`src/rtl/vga_rx_monitor_if.sv`:
```
// Video input and monitor result bundle for vga_rx_monitor.
// The master side drives the video stream; the slave side is the monitor.
interface vga_rx_monitor_if;
   logic        hs;
   logic        vs;
   logic        blank_n;
   logic [7:0]  b;
   logic [7:0]  g;
   logic [7:0]  r;
   logic        clr_err;
   logic        de;
   logic [9:0]  x;
   logic [9:0]  y;
   logic [23:0] pix;
   logic [10:0] h_meas;
   logic [10:0] v_meas;
   logic [15:0] frame_cnt;
   logic        locked;
   logic        err;
   logic [15:0] frame_crc;
   logic        crc_valid;

   modport master (
      output hs, vs, blank_n, b, g, r, clr_err,
      input  de, x, y, pix, h_meas, v_meas, frame_cnt, locked, err, frame_crc, crc_valid
   );

   modport slave (
      input  hs, vs, blank_n, b, g, r, clr_err,
      output de, x, y, pix, h_meas, v_meas, frame_cnt, locked, err, frame_crc, crc_valid
   );
endinterface

```
`src/rtl/vga_rx_monitor.sv`:
```
// VGA receive monitor: pixel coordinates, timing measurement and lock tracking.
// Define VGA_RX_MONITOR_CRC_EN to add a per-frame CRC-16-CCITT over active pixels.
module vga_rx_monitor #(
   parameter int unsigned H_ACTIVE    = 640,
   parameter int unsigned V_ACTIVE    = 480,
   parameter int unsigned LOCK_FRAMES = 2
) (
   input logic             iVGA_CLK,
   input logic             iRST_n,
   vga_rx_monitor_if.slave vid
);
   localparam int unsigned CW = 11;
   localparam int unsigned GW = 16;
   localparam logic [CW-1:0] CNT_MAX = '1;

   typedef enum logic [1:0] {SEARCH = 2'd0, MEASURE = 2'd1, LOCKED = 2'd2} state_t;

   function automatic logic [9:0] sat10(input logic [CW-1:0] v);
      return v[CW-1] ? 10'h3FF : v[9:0];
   endfunction

   logic          hs_s1, vs_s1, de_s1, clr_s1;
   logic [23:0]   pix_s1;
   logic          hs_d, vs_d, de_d;
   logic          hs_fall, vs_fall, de_fall;
   logic [CW-1:0] pix_cnt, line_cnt;
   logic          frame_bad, h_bad, hs_in_de, frame_good;
   state_t        state, state_nxt;
   logic [GW-1:0] good_cnt, good_nxt;
   logic          err_set;

   // Stage 1 input capture plus one-cycle history for edge detection
   always_ff @(posedge iVGA_CLK or negedge iRST_n) begin
      if (!iRST_n) begin
         hs_s1  <= 1'b0;
         vs_s1  <= 1'b0;
         de_s1  <= 1'b0;
         clr_s1 <= 1'b0;
         pix_s1 <= '0;
         hs_d   <= 1'b0;
         vs_d   <= 1'b0;
         de_d   <= 1'b0;
      end else begin
         hs_s1  <= vid.hs;
         vs_s1  <= vid.vs;
         de_s1  <= vid.blank_n;
         clr_s1 <= vid.clr_err;
         pix_s1 <= {vid.b, vid.g, vid.r};
         hs_d   <= hs_s1;
         vs_d   <= vs_s1;
         de_d   <= de_s1;
      end
   end

   assign hs_fall = hs_d & ~hs_s1;
   assign vs_fall = vs_d & ~vs_s1;
   assign de_fall = de_d & ~de_s1;

   // Any violation seen in this cycle counts toward the frame being judged now
   assign h_bad      = de_fall && (pix_cnt != CW'(H_ACTIVE));
   assign hs_in_de   = hs_fall && de_s1;
   assign frame_good = !(frame_bad || h_bad || hs_in_de) && (line_cnt == CW'(V_ACTIVE));

   // Counters are wider than oX/oY so the measurements stay exact beyond 1023
   always_ff @(posedge iVGA_CLK or negedge iRST_n) begin
      if (!iRST_n) begin
         pix_cnt   <= '0;
         line_cnt  <= '0;
         frame_bad <= 1'b0;
      end else begin
         if (hs_fall)
            pix_cnt <= '0;
         else if (de_s1 && pix_cnt != CNT_MAX)
            pix_cnt <= pix_cnt + CW'(1);

         if (vs_fall)
            line_cnt <= '0;
         else if (de_fall && line_cnt != CNT_MAX)
            line_cnt <= line_cnt + CW'(1);

         if (vs_fall)
            frame_bad <= 1'b0;
         else if (h_bad || hs_in_de)
            frame_bad <= 1'b1;
      end
   end

   always_ff @(posedge iVGA_CLK or negedge iRST_n) begin
      if (!iRST_n) begin
         state    <= SEARCH;
         good_cnt <= '0;
      end else begin
         state    <= state_nxt;
         good_cnt <= good_nxt;
      end
   end

   // Frames are judged only at VS fall; the frame that brought us out of SEARCH is skipped
   always_comb begin
      state_nxt = state;
      good_nxt  = good_cnt;
      err_set   = 1'b0;
      case (state)
         SEARCH: begin
            if (vs_fall) begin
               state_nxt = MEASURE;
               good_nxt  = '0;
            end
         end
         MEASURE: begin
            if (vs_fall) begin
               if (frame_good) begin
                  good_nxt = good_cnt + GW'(1);
                  if ((good_cnt + GW'(1)) >= GW'(LOCK_FRAMES))
                     state_nxt = LOCKED;
               end else begin
                  good_nxt = '0;
               end
            end
         end
         LOCKED: begin
            if (vs_fall && !frame_good) begin
               state_nxt = SEARCH;
               err_set   = 1'b1;
            end
         end
         default: state_nxt = SEARCH;
      endcase
   end

   // Stage 2 outputs
   always_ff @(posedge iVGA_CLK or negedge iRST_n) begin
      if (!iRST_n) begin
         vid.de        <= 1'b0;
         vid.x         <= '0;
         vid.y         <= '0;
         vid.pix       <= '0;
         vid.h_meas    <= '0;
         vid.v_meas    <= '0;
         vid.frame_cnt <= '0;
         vid.locked    <= 1'b0;
         vid.err       <= 1'b0;
      end else begin
         vid.de     <= de_s1;
         vid.x      <= sat10(pix_cnt);
         vid.y      <= sat10(line_cnt);
         vid.pix    <= pix_s1;
         vid.locked <= (state_nxt == LOCKED);
         if (de_fall)
            vid.h_meas <= pix_cnt;
         if (vs_fall) begin
            vid.v_meas    <= line_cnt;
            vid.frame_cnt <= vid.frame_cnt + 16'd1;
         end
         if (err_set)
            vid.err <= 1'b1;
         else if (clr_s1)
            vid.err <= 1'b0;
      end
   end

`ifdef VGA_RX_MONITOR_CRC_EN
   function automatic logic [15:0] crc_step(input logic [15:0] c, input logic [23:0] d);
      logic [15:0] r;
      r = c;
      for (int i = 23; i >= 0; i--) begin
         if (r[15] ^ d[i])
            r = (r << 1) ^ 16'h1021;
         else
            r = r << 1;
      end
      return r;
   endfunction

   logic [15:0] crc_q, crc_nxt;

   assign crc_nxt = de_s1 ? crc_step(crc_q, pix_s1) : crc_q;

   // Result is taken before the restart so a pixel in the VS-fall cycle is not lost
   always_ff @(posedge iVGA_CLK or negedge iRST_n) begin
      if (!iRST_n) begin
         crc_q         <= 16'hFFFF;
         vid.frame_crc <= '0;
         vid.crc_valid <= 1'b0;
      end else begin
         vid.crc_valid <= vs_fall;
         if (vs_fall) begin
            vid.frame_crc <= crc_nxt;
            crc_q         <= 16'hFFFF;
         end else begin
            crc_q <= crc_nxt;
         end
      end
   end
`else
   assign vid.frame_crc = '0;
   assign vid.crc_valid = 1'b0;
`endif

endmodule

```
`src/flat_wrapper.sv`:
```
// flat-port wrapper written by rule: the top's interface ports become plain ports
module vga_rx_monitor_flat 
#(
   parameter int unsigned H_ACTIVE    = 640,
   parameter int unsigned V_ACTIVE    = 480,
   parameter int unsigned LOCK_FRAMES = 2
)
  (iVGA_CLK, iRST_n, vid_hs, vid_vs, vid_blank_n, vid_b, vid_g, vid_r, vid_clr_err, vid_de, vid_x, vid_y, vid_pix, vid_h_meas, vid_v_meas, vid_frame_cnt, vid_locked, vid_err, vid_frame_crc, vid_crc_valid);
  vga_rx_monitor_if vid_i ();
  input logic iVGA_CLK;
  input logic iRST_n;
  input wire logic [$bits(vid_i.hs)-1:0] vid_hs;
  input wire logic [$bits(vid_i.vs)-1:0] vid_vs;
  input wire logic [$bits(vid_i.blank_n)-1:0] vid_blank_n;
  input wire logic [$bits(vid_i.b)-1:0] vid_b;
  input wire logic [$bits(vid_i.g)-1:0] vid_g;
  input wire logic [$bits(vid_i.r)-1:0] vid_r;
  input wire logic [$bits(vid_i.clr_err)-1:0] vid_clr_err;
  output wire logic [$bits(vid_i.de)-1:0] vid_de;
  output wire logic [$bits(vid_i.x)-1:0] vid_x;
  output wire logic [$bits(vid_i.y)-1:0] vid_y;
  output wire logic [$bits(vid_i.pix)-1:0] vid_pix;
  output wire logic [$bits(vid_i.h_meas)-1:0] vid_h_meas;
  output wire logic [$bits(vid_i.v_meas)-1:0] vid_v_meas;
  output wire logic [$bits(vid_i.frame_cnt)-1:0] vid_frame_cnt;
  output wire logic [$bits(vid_i.locked)-1:0] vid_locked;
  output wire logic [$bits(vid_i.err)-1:0] vid_err;
  output wire logic [$bits(vid_i.frame_crc)-1:0] vid_frame_crc;
  output wire logic [$bits(vid_i.crc_valid)-1:0] vid_crc_valid;
  assign vid_i.hs = vid_hs;
  assign vid_i.vs = vid_vs;
  assign vid_i.blank_n = vid_blank_n;
  assign vid_i.b = vid_b;
  assign vid_i.g = vid_g;
  assign vid_i.r = vid_r;
  assign vid_i.clr_err = vid_clr_err;
  assign vid_de = vid_i.de;
  assign vid_x = vid_i.x;
  assign vid_y = vid_i.y;
  assign vid_pix = vid_i.pix;
  assign vid_h_meas = vid_i.h_meas;
  assign vid_v_meas = vid_i.v_meas;
  assign vid_frame_cnt = vid_i.frame_cnt;
  assign vid_locked = vid_i.locked;
  assign vid_err = vid_i.err;
  assign vid_frame_crc = vid_i.frame_crc;
  assign vid_crc_valid = vid_i.crc_valid;
  vga_rx_monitor #(.H_ACTIVE(H_ACTIVE), .V_ACTIVE(V_ACTIVE), .LOCK_FRAMES(LOCK_FRAMES)) u_core (.iVGA_CLK(iVGA_CLK), .iRST_n(iRST_n), .vid(vid_i));
endmodule
```
`config.mk`:
```
export PLATFORM = sky130hd
export DESIGN_NAME = vga_rx_monitor_flat
export DESIGN_NICKNAME = d
export VERILOG_FILES = /design/src/rtl/vga_rx_monitor_if.sv /design/src/rtl/vga_rx_monitor.sv /design/src/flat_wrapper.sv
export SDC_FILE = /design/constraint.sdc
export NUM_CORES = 1
export LEC_CHECK = 0
export CAP_MARGIN = 20
export CORE_MARGIN = 5
export CORE_UTILIZATION = 45
export DETAILED_ROUTE_END_ITERATION = 10
export GPL_TIMING_DRIVEN = 0
export PLACE_DENSITY_LB_ADDON = 0.08
export RECOVER_POWER = 25
export SLEW_MARGIN = 5
export SYNTH_ARGS = -nofsm -noshare
export SYNTH_HDL_FRONTEND = slang
export SYNTH_SLANG_ARGS = --single-unit
export TNS_END_PERCENT = 100
```
`constraint.sdc`:
```
create_clock -name iVGA_CLK -period 3.85 [get_ports iVGA_CLK]
set_clock_uncertainty 0.2 [all_clocks]
set_input_delay 0.9625 -clock iVGA_CLK [delete_from_list [all_inputs] [get_ports iVGA_CLK]]
set_output_delay 0.9625 -clock iVGA_CLK [all_outputs]
set_load 0.02 [all_outputs]
```
==> results.yml <==
placed_design:
  port_buffers: 114
  routabilityCongestion: 0.809
  place_hpwl_mm: 9.30
  place_area_um2: 7620
  placedCellCount: 817
  pre_cts_ws_ns: 1.19
cells_and_area:
  instances_no_fill: 849
  fillCellCount: 1097
  syn_to_final_growth_pct: 33.8
  register_area_um2: 3900
  final_nets: 697
  design_area_um2: 8260
  n_antenna_cell: 0
  multiInputGateArea_um2: 2060
  drive_gt1_share_pct: 15.2
  utilization_pct: 61.8
critical_path:
  critPathTopFamily: "compound AO/OA/AOI/OAI gates"
  cp_cell_sequence: "inv_1, ha_1, nor4b_1, and3_1, o2111ai_1, buf_2, a21oi_1, o21ai_0, o31ai_1"
  crit_type: "register to register"
  ff2ff_setup_slack_ns: 1.16
  critPathCaptureType: "register"
  cp_slowest_cell: "o2111ai_1"
  critPathMaxStageDelay_ns: 0.62
  cp.depth: 9
  ff2ff_path_depth: 9
  cp_data_arrival_time_ns: 2.79
  path_buf_inv: 2
  startpoint_type: "register"
  critPathMaxFanout: 10
  critical_path_required_ns: 3.95
clocking:
  ctsResizeCount: 0
  cts_max_path_buffers: 2
  cts.sinks: 156
  post_cts_buffers: 0
  holdBufCountCts: 0
  clkTransAtPathRegs_ns: 0.06
  tritoncts: "done"
  cts_buffers: 17
  clk_latency_ns: 0.42
  htree_levels: 4
  cts-root-buf: "clkbuf_16"
yosys:
  postSynthAreaPerCell_um2: 12.1
  syn_area_um2: 6170
  synth-seq-cells: 156
  synth_cell_types: 54
  synth_cells: 510
  seq_area_frac_synth_pct: 63.3
  synth_warnings: 0
  ys_top_cells_by_area: "dfrtp_1 63%, mux2_2 3.3%, xnor2_1 3.0%, nand2_1 2.7%, o21ai_0 2.3%"
  synthArstFlopShare_pct: 100
  synth_edf_count: 0
  synth.top_cell.area_share_pct: 63.3
  yosysTopAreaCell: "dfrtp_1"
  synthFlopType: "dfrtp_1"
floorplan:
  ioPinCount: 132
  initial_core_util_pct: 46.2
  rows: 42
  coreArea_um2: 13300
  die_x_um: 127
  dieArea_um2: 16200
  die_y_um: 127
global_routing:
  grt-ovfl-total: 0
  grt_max_degree: 102
  grt_antenna_before_repair: 0
  grt_pass1_wl_mm: 22.4
  grt_usage_pct: 17.6
  grt_pass1_vias: 4344
detailed_routing:
  first_iter_violations: 183
  routed_wl_mm: 13.2
  met1_length_mm: 5.93
  drtPass1Iterations: 4
  viasPerCell: 4.98
  vias: 4228
  route.met3.wl_um: 735
  drc: 0
  ant_nets: 0
  top_layer_used: "met4"
  wire_per_inst_um: 15.6
  wl_met2_mm: 6.39
sta:
  rsz0062_at_grt: "no"
  min_period_ns: 2.69
  setup_viol: 0
  finalHoldViolCount: 0
  setup_slack_ns: 1.16
  fmax_mhz: 372
  post-route-period-util_pct: 69.8
  slew_violations: 0
  holdWs_ns: 0.145
  slew_headroom_pct: 1.89
  tns_ns: 0
  tightest_slew_ns: 1.47
pwr:
  p_leak_nw: 3.75
  p_comb_share_pct: 13.2
  power.total_mw: 4.17
  intPower_mw: 3.14
  sequentialPowerShare_pct: 44.1
  power_density_nw_per_um2: 505
  clkPwrFrac_pct: 42.7
  power_switching_mw: 1.03
  swShare_pct: 24.7
  vdd_drop_max_uv: 332
status:
  status: "complete, no violations"
min_path:
  hold_path.class: "register to register"
  min_delay_path_depth: 0
job:
  cap_violations: 0
state kept, by name, indices dropped and copies added, names as in the netlist, 2 cells and up:
signal and count:
u_core.state 2, u_core.vid.x 10, u_core.vid.pix 24, u_core.vid.v_meas 11
u_core.pix_s1 24, u_core.vid.frame_cnt 16, u_core.pix_cnt 11, u_core.vid.y 10
u_core.line_cnt 11, u_core.good_cnt 16, u_core.vid.h_meas 11
cell type report:
cell class / instances / area share, %
timing repair buffer: 115 / 14.1
tap: 176 / 2.67
inverter: 12 / 0.546
sequential: 156 / 47.3
multi-input combinational: 320 / 24.9
clock buffer: 20 / 5.53
clock inverter: 12 / 2.24
buffer: 38 / 2.70
power groups by stage:
stage | combinational [mW] | sequential, mW | clock [mW]
detailed placement | 0.561 | 1.86 | 0
floorplan | 0.181 | 1.95 | 0
global placement | 0.544 | 1.86 | 0
global route | 0.601 | 1.85 | 1.89
CTS | 0.564 | 1.84 | 1.82
finish | 0.549 | 1.84 | 1.78
worst paths after layout:
kind,endpoint,start
max,u_core.good_cnt[11]$_DFFE_PN0P_,u_core.pix_cnt[0]$_DFFE_PN0P_
min,u_core.vid.pix[18]$_DFF_PN0_,u_core.pix_s1[18]$_DFF_PN0_
max reg2reg,u_core.good_cnt[11]$_DFFE_PN0P_,u_core.pix_cnt[0]$_DFFE_PN0P_
min reg2reg,u_core.vid.pix[18]$_DFF_PN0_,u_core.pix_s1[18]$_DFF_PN0_
max in group asynchronous,u_core.good_cnt[14]$_DFFE_PN0P_,iRST_n
min in group asynchronous,u_core.vid.pix[8]$_DFF_PN0_,iRST_n
placed cells by master (no fill, tap or decap), types with 5 or more instances in the layout:
cell type / count
a21oi_1: 9
and2_1: 5
and3_1: 11
buf_2: 7
buf_4: 17
clkbuf_1: 14
clkbuf_16: 17
clkdlybuf4s50_1: 102
conb_1: 17
dfrtp_1: 156
dlygate4sd3_1: 11
ha_1: 7
inv_1: 12
mux2_2: 18
nand2_1: 45
nand3_1: 16
nand4_1: 13
nor2_1: 30
nor2b_1: 5
nor3_1: 8
nor4_1: 5
o21ai_0: 28
o31ai_1: 7
or2_2: 15
xnor2_1: 21
xor2_1: 14
worst reg2reg max path: stages (launching register included):
cell	delay [ns]
dfrtp_1	0.38
inv_1	0.11
ha_1	0.22
nor4b_1	0.14
and3_1	0.22
o2111ai_1	0.62
buf_2	0.36
a21oi_1	0.06
o21ai_0	0.17
o31ai_1	0.10
cells in the mapped netlist, drive strengths merged (7+ instances only):
| cell type | count |
|---|---|
| o21ai | 29 |
| nor2 | 30 |
| mux2 | 18 |
| nand3 | 16 |
| xnor2 | 21 |
| inv | 12 |
| xor2 | 14 |
| and3 | 12 |
| a21oi | 9 |
| o31ai | 7 |
| or2 | 15 |
| nor3 | 8 |
| dfrtp | 156 |
| nand2 | 45 |
| nand4 | 13 |
| buf | 25 |
| clkbuf | 13 |
| ha | 7 |
layer usage:
| layer | GRT usage (%) | vias up |
|---|---|---|
| met1 | 23.6 | 2079 |
| met5 | 0 | - |
| met4 | 6.88 | 0 |
| li1 | - | 2021 |
| met2 | 27.8 | 111 |
| met3 | 4.30 | 17 |
cell families after synthesis:
kind of cell,Yosys count,synth area share [%]
AO/OA/AOI/OAI,65,7.30
XOR/XNOR,35,4.97
adder cells (fa/ha/maj),7,1.42
buffers and inverters,50,4.34
flip-flops,156,63.3
multiplexers,20,3.61
other,1,0.0608
AND/OR/NAND/NOR,176,15.0
Power figures use the tool's default switching activity.
